--- config.mk ---
export PLATFORM = sky130hd
export DESIGN_NAME = ingress_classifier
export DESIGN_NICKNAME = d
export VERILOG_FILES = /design/src/rtl/ingress_classifier.sv
export SDC_FILE = /design/constraint.sdc
export NUM_CORES = 1
export LEC_CHECK = 0
export CAP_MARGIN = 0
export CORE_ASPECT_RATIO = 2
export CORE_UTILIZATION = 47
export DETAILED_ROUTE_END_ITERATION = 8
export GPL_TIMING_DRIVEN = 0
export HOLD_SLACK_MARGIN = 0.08
export PLACE_DENSITY = 0.76
export SETUP_SLACK_MARGIN = 0.1
export SYNTH_ARGS = -nofsm -noshare
export SYNTH_HDL_FRONTEND = slang
export SYNTH_SLANG_ARGS = --single-unit
export TNS_END_PERCENT = 50
--- constraint.sdc ---
create_clock -name clk -period 2.31 [get_ports clk]
set_input_delay 0.3465 -clock clk [delete_from_list [all_inputs] [get_ports clk]]
set_output_delay 0.3465 -clock clk [all_outputs]
set_load 0.03 [all_outputs]
--- src/rtl/ingress_classifier.sv ---
// Ingress classifier: steers a valid/ready word stream into four FIFOs by class bits,
// through a 2-entry in-order buffer. Optional INGRESS_PARITY_EN adds input parity checking.
module ingress_classifier #(
   parameter int DATA_W    = 10,
   parameter int CLASS_MSB = 9,
   parameter int CNT_W     = 8
) (
   input  logic              clk,
   input  logic              reset,
   input  logic              in_valid,
   input  logic [DATA_W-1:0] in_data,
`ifdef INGRESS_PARITY_EN
   input  logic              in_parity,
   output logic [CNT_W-1:0]  par_err_cnt,
`endif
   output logic              in_ready,
   input  logic              almost_full_P0,
   input  logic              almost_full_P1,
   input  logic              almost_full_P2,
   input  logic              almost_full_P3,
   output logic              push_F0,
   output logic              push_F1,
   output logic              push_F2,
   output logic              push_F3,
   output logic [DATA_W-1:0] fifo_data,
   output logic [CNT_W-1:0]  cnt_F0,
   output logic [CNT_W-1:0]  cnt_F1,
   output logic [CNT_W-1:0]  cnt_F2,
   output logic [CNT_W-1:0]  cnt_F3,
   output logic [CNT_W-1:0]  stall_cnt
);

   typedef enum logic [1:0] {
      ST_EMPTY = 2'd0,
      ST_ONE   = 2'd1,
      ST_FULL  = 2'd2
   } state_t;

   localparam logic [CNT_W-1:0] CNT_MAX = {CNT_W{1'b1}};
   localparam logic [CNT_W-1:0] CNT_ONE = {{(CNT_W-1){1'b0}}, 1'b1};

   // Even parity: the parity bit makes the total count of ones even.
   function automatic logic f_par_ok(input logic [DATA_W-1:0] d, input logic p);
      return ((^d) == p);
   endfunction

   state_t            r_state;
   logic [DATA_W-1:0] r_head;
   logic [DATA_W-1:0] r_skid;
   logic [DATA_W-1:0] r_fifo_data;
   logic [3:0]        r_push;
   logic [CNT_W-1:0]  r_cnt [4];
   logic [CNT_W-1:0]  r_stall;

   logic [3:0]        w_af;
   logic [1:0]        w_cls;
   logic              w_head_vld;
   logic              w_dsp;
   logic              w_hs;
   logic              w_par_ok;
   logic              w_acc;

   assign w_af       = {almost_full_P3, almost_full_P2, almost_full_P1, almost_full_P0};
   assign w_cls      = r_head[CLASS_MSB -: 2];
   assign w_head_vld = (r_state != ST_EMPTY);
   assign w_dsp      = w_head_vld & ~w_af[w_cls];
   assign in_ready   = reset & (r_state != ST_FULL);
   assign w_hs       = in_valid & in_ready;

`ifdef INGRESS_PARITY_EN
   logic [CNT_W-1:0] r_par_err;
   assign w_par_ok    = f_par_ok(in_data, in_parity);
   assign par_err_cnt = r_par_err;

   // Count discarded words with bad parity, saturating.
   always_ff @(posedge clk or negedge reset) begin
      if (!reset) begin
         r_par_err <= {CNT_W{1'b0}};
      end else if (w_hs && !w_par_ok && (r_par_err != CNT_MAX)) begin
         r_par_err <= r_par_err + CNT_ONE;
      end else begin
         r_par_err <= r_par_err;
      end
   end
`else
   assign w_par_ok = 1'b1;
`endif

   assign w_acc = w_hs & w_par_ok;

   // Buffer occupancy FSM with head/skid registers and the registered push outputs.
   always_ff @(posedge clk or negedge reset) begin
      if (!reset) begin
         r_state     <= ST_EMPTY;
         r_head      <= {DATA_W{1'b0}};
         r_skid      <= {DATA_W{1'b0}};
         r_fifo_data <= {DATA_W{1'b0}};
         r_push      <= 4'b0000;
      end else begin
         r_push <= w_dsp ? (4'b0001 << w_cls) : 4'b0000;
         if (w_dsp) begin
            r_fifo_data <= r_head;
         end else begin
            r_fifo_data <= r_fifo_data;
         end
         case (r_state)
            ST_EMPTY: begin
               if (w_acc) begin
                  r_head  <= in_data;
                  r_state <= ST_ONE;
               end else begin
                  r_state <= ST_EMPTY;
               end
            end
            ST_ONE: begin
               if (w_acc && w_dsp) begin
                  r_head  <= in_data;
                  r_state <= ST_ONE;
               end else if (w_acc) begin
                  r_skid  <= in_data;
                  r_state <= ST_FULL;
               end else if (w_dsp) begin
                  r_state <= ST_EMPTY;
               end else begin
                  r_state <= ST_ONE;
               end
            end
            ST_FULL: begin
               if (w_dsp) begin
                  r_head  <= r_skid;
                  r_state <= ST_ONE;
               end else begin
                  r_state <= ST_FULL;
               end
            end
            default: begin
               r_state <= ST_EMPTY;
            end
         endcase
      end
   end

   // Per-class push counters (wrapping) and head-of-line stall counter (saturating).
   always_ff @(posedge clk or negedge reset) begin
      if (!reset) begin
         for (int i = 0; i < 4; i++) begin
            r_cnt[i] <= {CNT_W{1'b0}};
         end
         r_stall <= {CNT_W{1'b0}};
      end else begin
         if (w_dsp) begin
            r_cnt[w_cls] <= r_cnt[w_cls] + CNT_ONE;
         end else begin
            r_cnt[w_cls] <= r_cnt[w_cls];
         end
         if (w_head_vld && !w_dsp && (r_stall != CNT_MAX)) begin
            r_stall <= r_stall + CNT_ONE;
         end else begin
            r_stall <= r_stall;
         end
      end
   end

   assign push_F0   = r_push[0];
   assign push_F1   = r_push[1];
   assign push_F2   = r_push[2];
   assign push_F3   = r_push[3];
   assign fifo_data = r_fifo_data;
   assign cnt_F0    = r_cnt[0];
   assign cnt_F1    = r_cnt[1];
   assign cnt_F2    = r_cnt[2];
   assign cnt_F3    = r_cnt[3];
   assign stall_cnt = r_stall;

endmodule

==> run summary <==
Peak Freq = 443.5 MHz
Site row count = 46
CP endpoint kind = flip-flop
Synth-to-Final Area Change = 36.47%
Crit path DAT = 2.47 ns
Sw Ratio = 42.08%
Syn_nets = 331
Power Internal = 4.556 mW
PortBufs = 71
Total congestion overflow = 0
First-pass GRT wire length = 14.43 mm
Adder-Cell Fraction of Synth Area = 1.321%
CTS tree = yes
CTS Buf Count = 9
Least-Margin Pin Slew = 0.6952 ns
Clock Path Buffers = 2
Antenna viol nets, final = 0
Pwr dens = 1522 nW/um^2
Routability cong. = 0.8405
Commonest non-fill, non-tap cells in the layout = dfrtp_1 (75), clkdlybuf4s50_1 (69), nand2_1 (55), xor2_1 (27), mux2_2 (24)
Most common cell after layout, fill and taps aside = dfrtp_1
GRT Util Overall = 23.35%
DP HPWL = 6.414 mm
Compound-Gate Fraction of Synth Area = 2.313%
Post-CTS Hold Buffers = 3
RSZ-0062 raised after global routing = true
Layout cell share with drive strength beyond 1 = 28.64%
Worst slew margin = 53.22%
Min Tclk post-route = 2.255 ns
H-tree depth = 3
HP Class = in -> async
Die ar. = 8443 sq um
Critical Setup Path Class = reg -> reg
Placed insts = 478
Largest net degree at the start of global routing = 49
Net count, final = 428
Antenna violations before repair = 0
Die Height = 129.0 um
Maximum resistive drop on vdd = 653.7 uV
Reg clk slew, reported paths = 0.06 ns
Outcome = finished clean
CP max FO = 5
Pre-antenna DRT Iters = 4
Slew Limit Fails = 0
Combinational share of power = 54.7%
Drt wl/cell = 17.48 um
R2r setup slk = 0.06 ns
Start of the worst register-to-register path = r_head[9]$_DFFE_PN0P_
Ys Warns = 0
Clk pwr share = 16.4%
DRC errors left = 0
Reg2reg end = r_head[7]$_DFFE_PN0P_
Place WS = -0.4172 ns
Register area share after synthesis = 50.21%
Sequential power share = 29.0%
Synthesized-area fraction occupied by and/or/nand/nor cells = 18.83%
Clk_skew = 0.006653 ns
Ports = 72
Net switching power = 3.310 mW
Root Buffer = clkbuf_16
Chip width = 65.48 um
Final Hold Viols = 0
Via count = 2,776
Fill count = 607
Clock sinks = 76
Main combinational cell family by area after synthesis = simple AND/OR/NAND/NOR gates
Starting Density = 48.03%
Xor and xnor area share after synthesis = 7.863%
PnR worst setup slack = 0.05509 ns
Initial drt markers = 241
Synthesized area = 3787 sq um
Yosys cell types = 40
Crit path required time = 2.53 ns
Vias in the first global route = 2,903
Flops & latches, synth = 76
Overall routed net length = 8.881 mm
Ant diodes = 0
Final core occ = 65.55%
Max cap viols = 0
Leak = 2.218 nW
Clk Latency, worst-skew pair = 0.34 ns
Via density = 5.465
Multiplexer area fraction after synthesis = 16.06%
Tcrit/Tclk final = 97.62%
Final setup vio count = 0
Post-Layout Cell Count = 508
Core area = 7885 sq um
Worst R2R Path Depth = 11
Gate Count Post-Synth = 310
Synthesized area per cell = 12.22 sq um
Worst setup SP type = flip-flop
==> power by group through the flow <==
stage	clock (mW)	combinational, mW	sequential, mW
2_1_floorplan	0	2.13	2.83
3_3_place_gp	0	3.91	2.27
3_5_place_dp	0	3.99	2.29
4_1_cts	1.32	4.23	2.28
5_1_grt	1.37	4.57	2.35
6_report	1.29	4.30	2.28
==> critical path, stage by stage, from the launching register on <==
cell       delay [ns]
dfrtp_1          0.37
buf_6            0.13
mux2_4           0.31
a2bb2oi_4        0.18
buf_8            0.14
inv_4            0.05
ha_4             0.11
nand2_2          0.04
o21a_1           0.10
o22a_1           0.23
buf_6            0.17
mux2_4           0.30
==> per-stage QoR <==
stage	hold slack, ns	power [mW]	area [sq um]	TNS, ns
2_1_floorplan	0.05091	4.962	3817	0
3_3_place_gp	0.4551	6.182	4648	-195.17
3_5_place_dp	0.3196	6.286	4673	-7.156
4_1_cts	0.01275	7.829	5122	0
5_1_grt	0.01628	8.286	5169	-0.005670
6_report	0.001973	7.866	5169	0
==> registers in the layout, indices dropped and copies added, names as in the netlist <==
| name | cells |
|---|---|
| fifo_data | 10 |
| r_head | 10 |
| r_skid | 10 |
| cnt_F0 | 8 |
| cnt_F1 | 8 |
| cnt_F2 | 8 |
| cnt_F3 | 8 |
| stall_cnt | 8 |
| r_push | 4 |
| r_state | 2 |
==> cell families after synthesis <==
logic type | after synthesis
compound gates | 12
xor+xnor | 34
fa+ha+maj | 4
buf+inv | 19
flops | 76
mux | 46
simple gates | 119
==> timing repair <==
action / 4_1_cts / 5_1_grt
setup endpoints to repair: 26 / 25
buffers inserted: 8 / 2
resized for setup: 18 / 8
pin swaps: 1 / 1
endpoints found under the hold margin: 31 / 45
gates cloned: 1 / 0
==> routing by layer <==
| metal | routed length, um | global-route usage [%] |
|---|---|---|
| met1 | 3146 | 23.66 |
| met2 | 5197 | 43.00 |
| met3 | 295 | 5.319 |
| met4 | 242 | 12.02 |
| met5 | 0 | 0 |
==> cells in the mapped netlist (all sizes together) <==
cell	n	area (sq um)
a21oi	1	5.000
a2bb2oi	1	15.01
and2	1	6.260
and3	3	18.77
and4	2	17.52
and4b	2	20.02
buf	12	102.6
clkbuf	6	22.52
dfrtp	76	1902
ha	4	50.05
inv	1	3.750
mux2	35	435.4
mux2i	6	60.06
mux4	5	112.6
nand2	57	216.5
nand2b	3	18.77
nand3	11	55.05
nand3b	1	7.510
nand4	4	25.02
nor2	6	22.52
nor2b	3	18.77
nor3	1	5.000
nor3b	1	7.510
nor4	21	244.0
nor4b	2	23.77
o21a	2	15.01
o21ai	4	20.02
o21bai	1	7.510
o22a	1	8.760
o22ai	1	6.260
o311a	1	10.01
or2	1	6.260
xnor2	7	61.31
xor2	27	236.5
==> how the worst max path moves through the flow <==
stage | start | end | cells after the start
finish | r_head[9]$_DFFE_PN0P_ | r_head[7]$_DFFE_PN0P_ | 11
global route | r_head[9]$_DFFE_PN0P_ | r_head[7]$_DFFE_PN0P_ | 11
floorplan | r_head[8]$_DFFE_PN0P_ | r_head[0]$_DFFE_PN0P_ | 12
detailed placement | almost_full_P0 | r_head[8]$_DFFE_PN0P_ | 11
CTS | r_head[9]$_DFFE_PN0P_ | r_head[8]$_DFFE_PN0P_ | 11
global placement | reset | r_head[6]$_DFFE_PN0P_ | 8
==> area by class of cell <==
| type | count | area (sq um) | area share, % |
|---|---|---|---|
| flip-flops and latches | 76 | 1903 | 36.82 |
| multi-input cells | 215 | 1827 | 35.34 |
| plain buffers | 18 | 162.7 | 3.147 |
| well taps | 96 | 120.1 | 2.324 |
| inverters | 1 | 6.256 | 0.1210 |
| clock inverters | 6 | 40.04 | 0.7746 |
| repair buffers | 86 | 870.8 | 16.85 |
| clock buffers | 10 | 239.0 | 4.624 |
(Power assumes the default switching activity.)
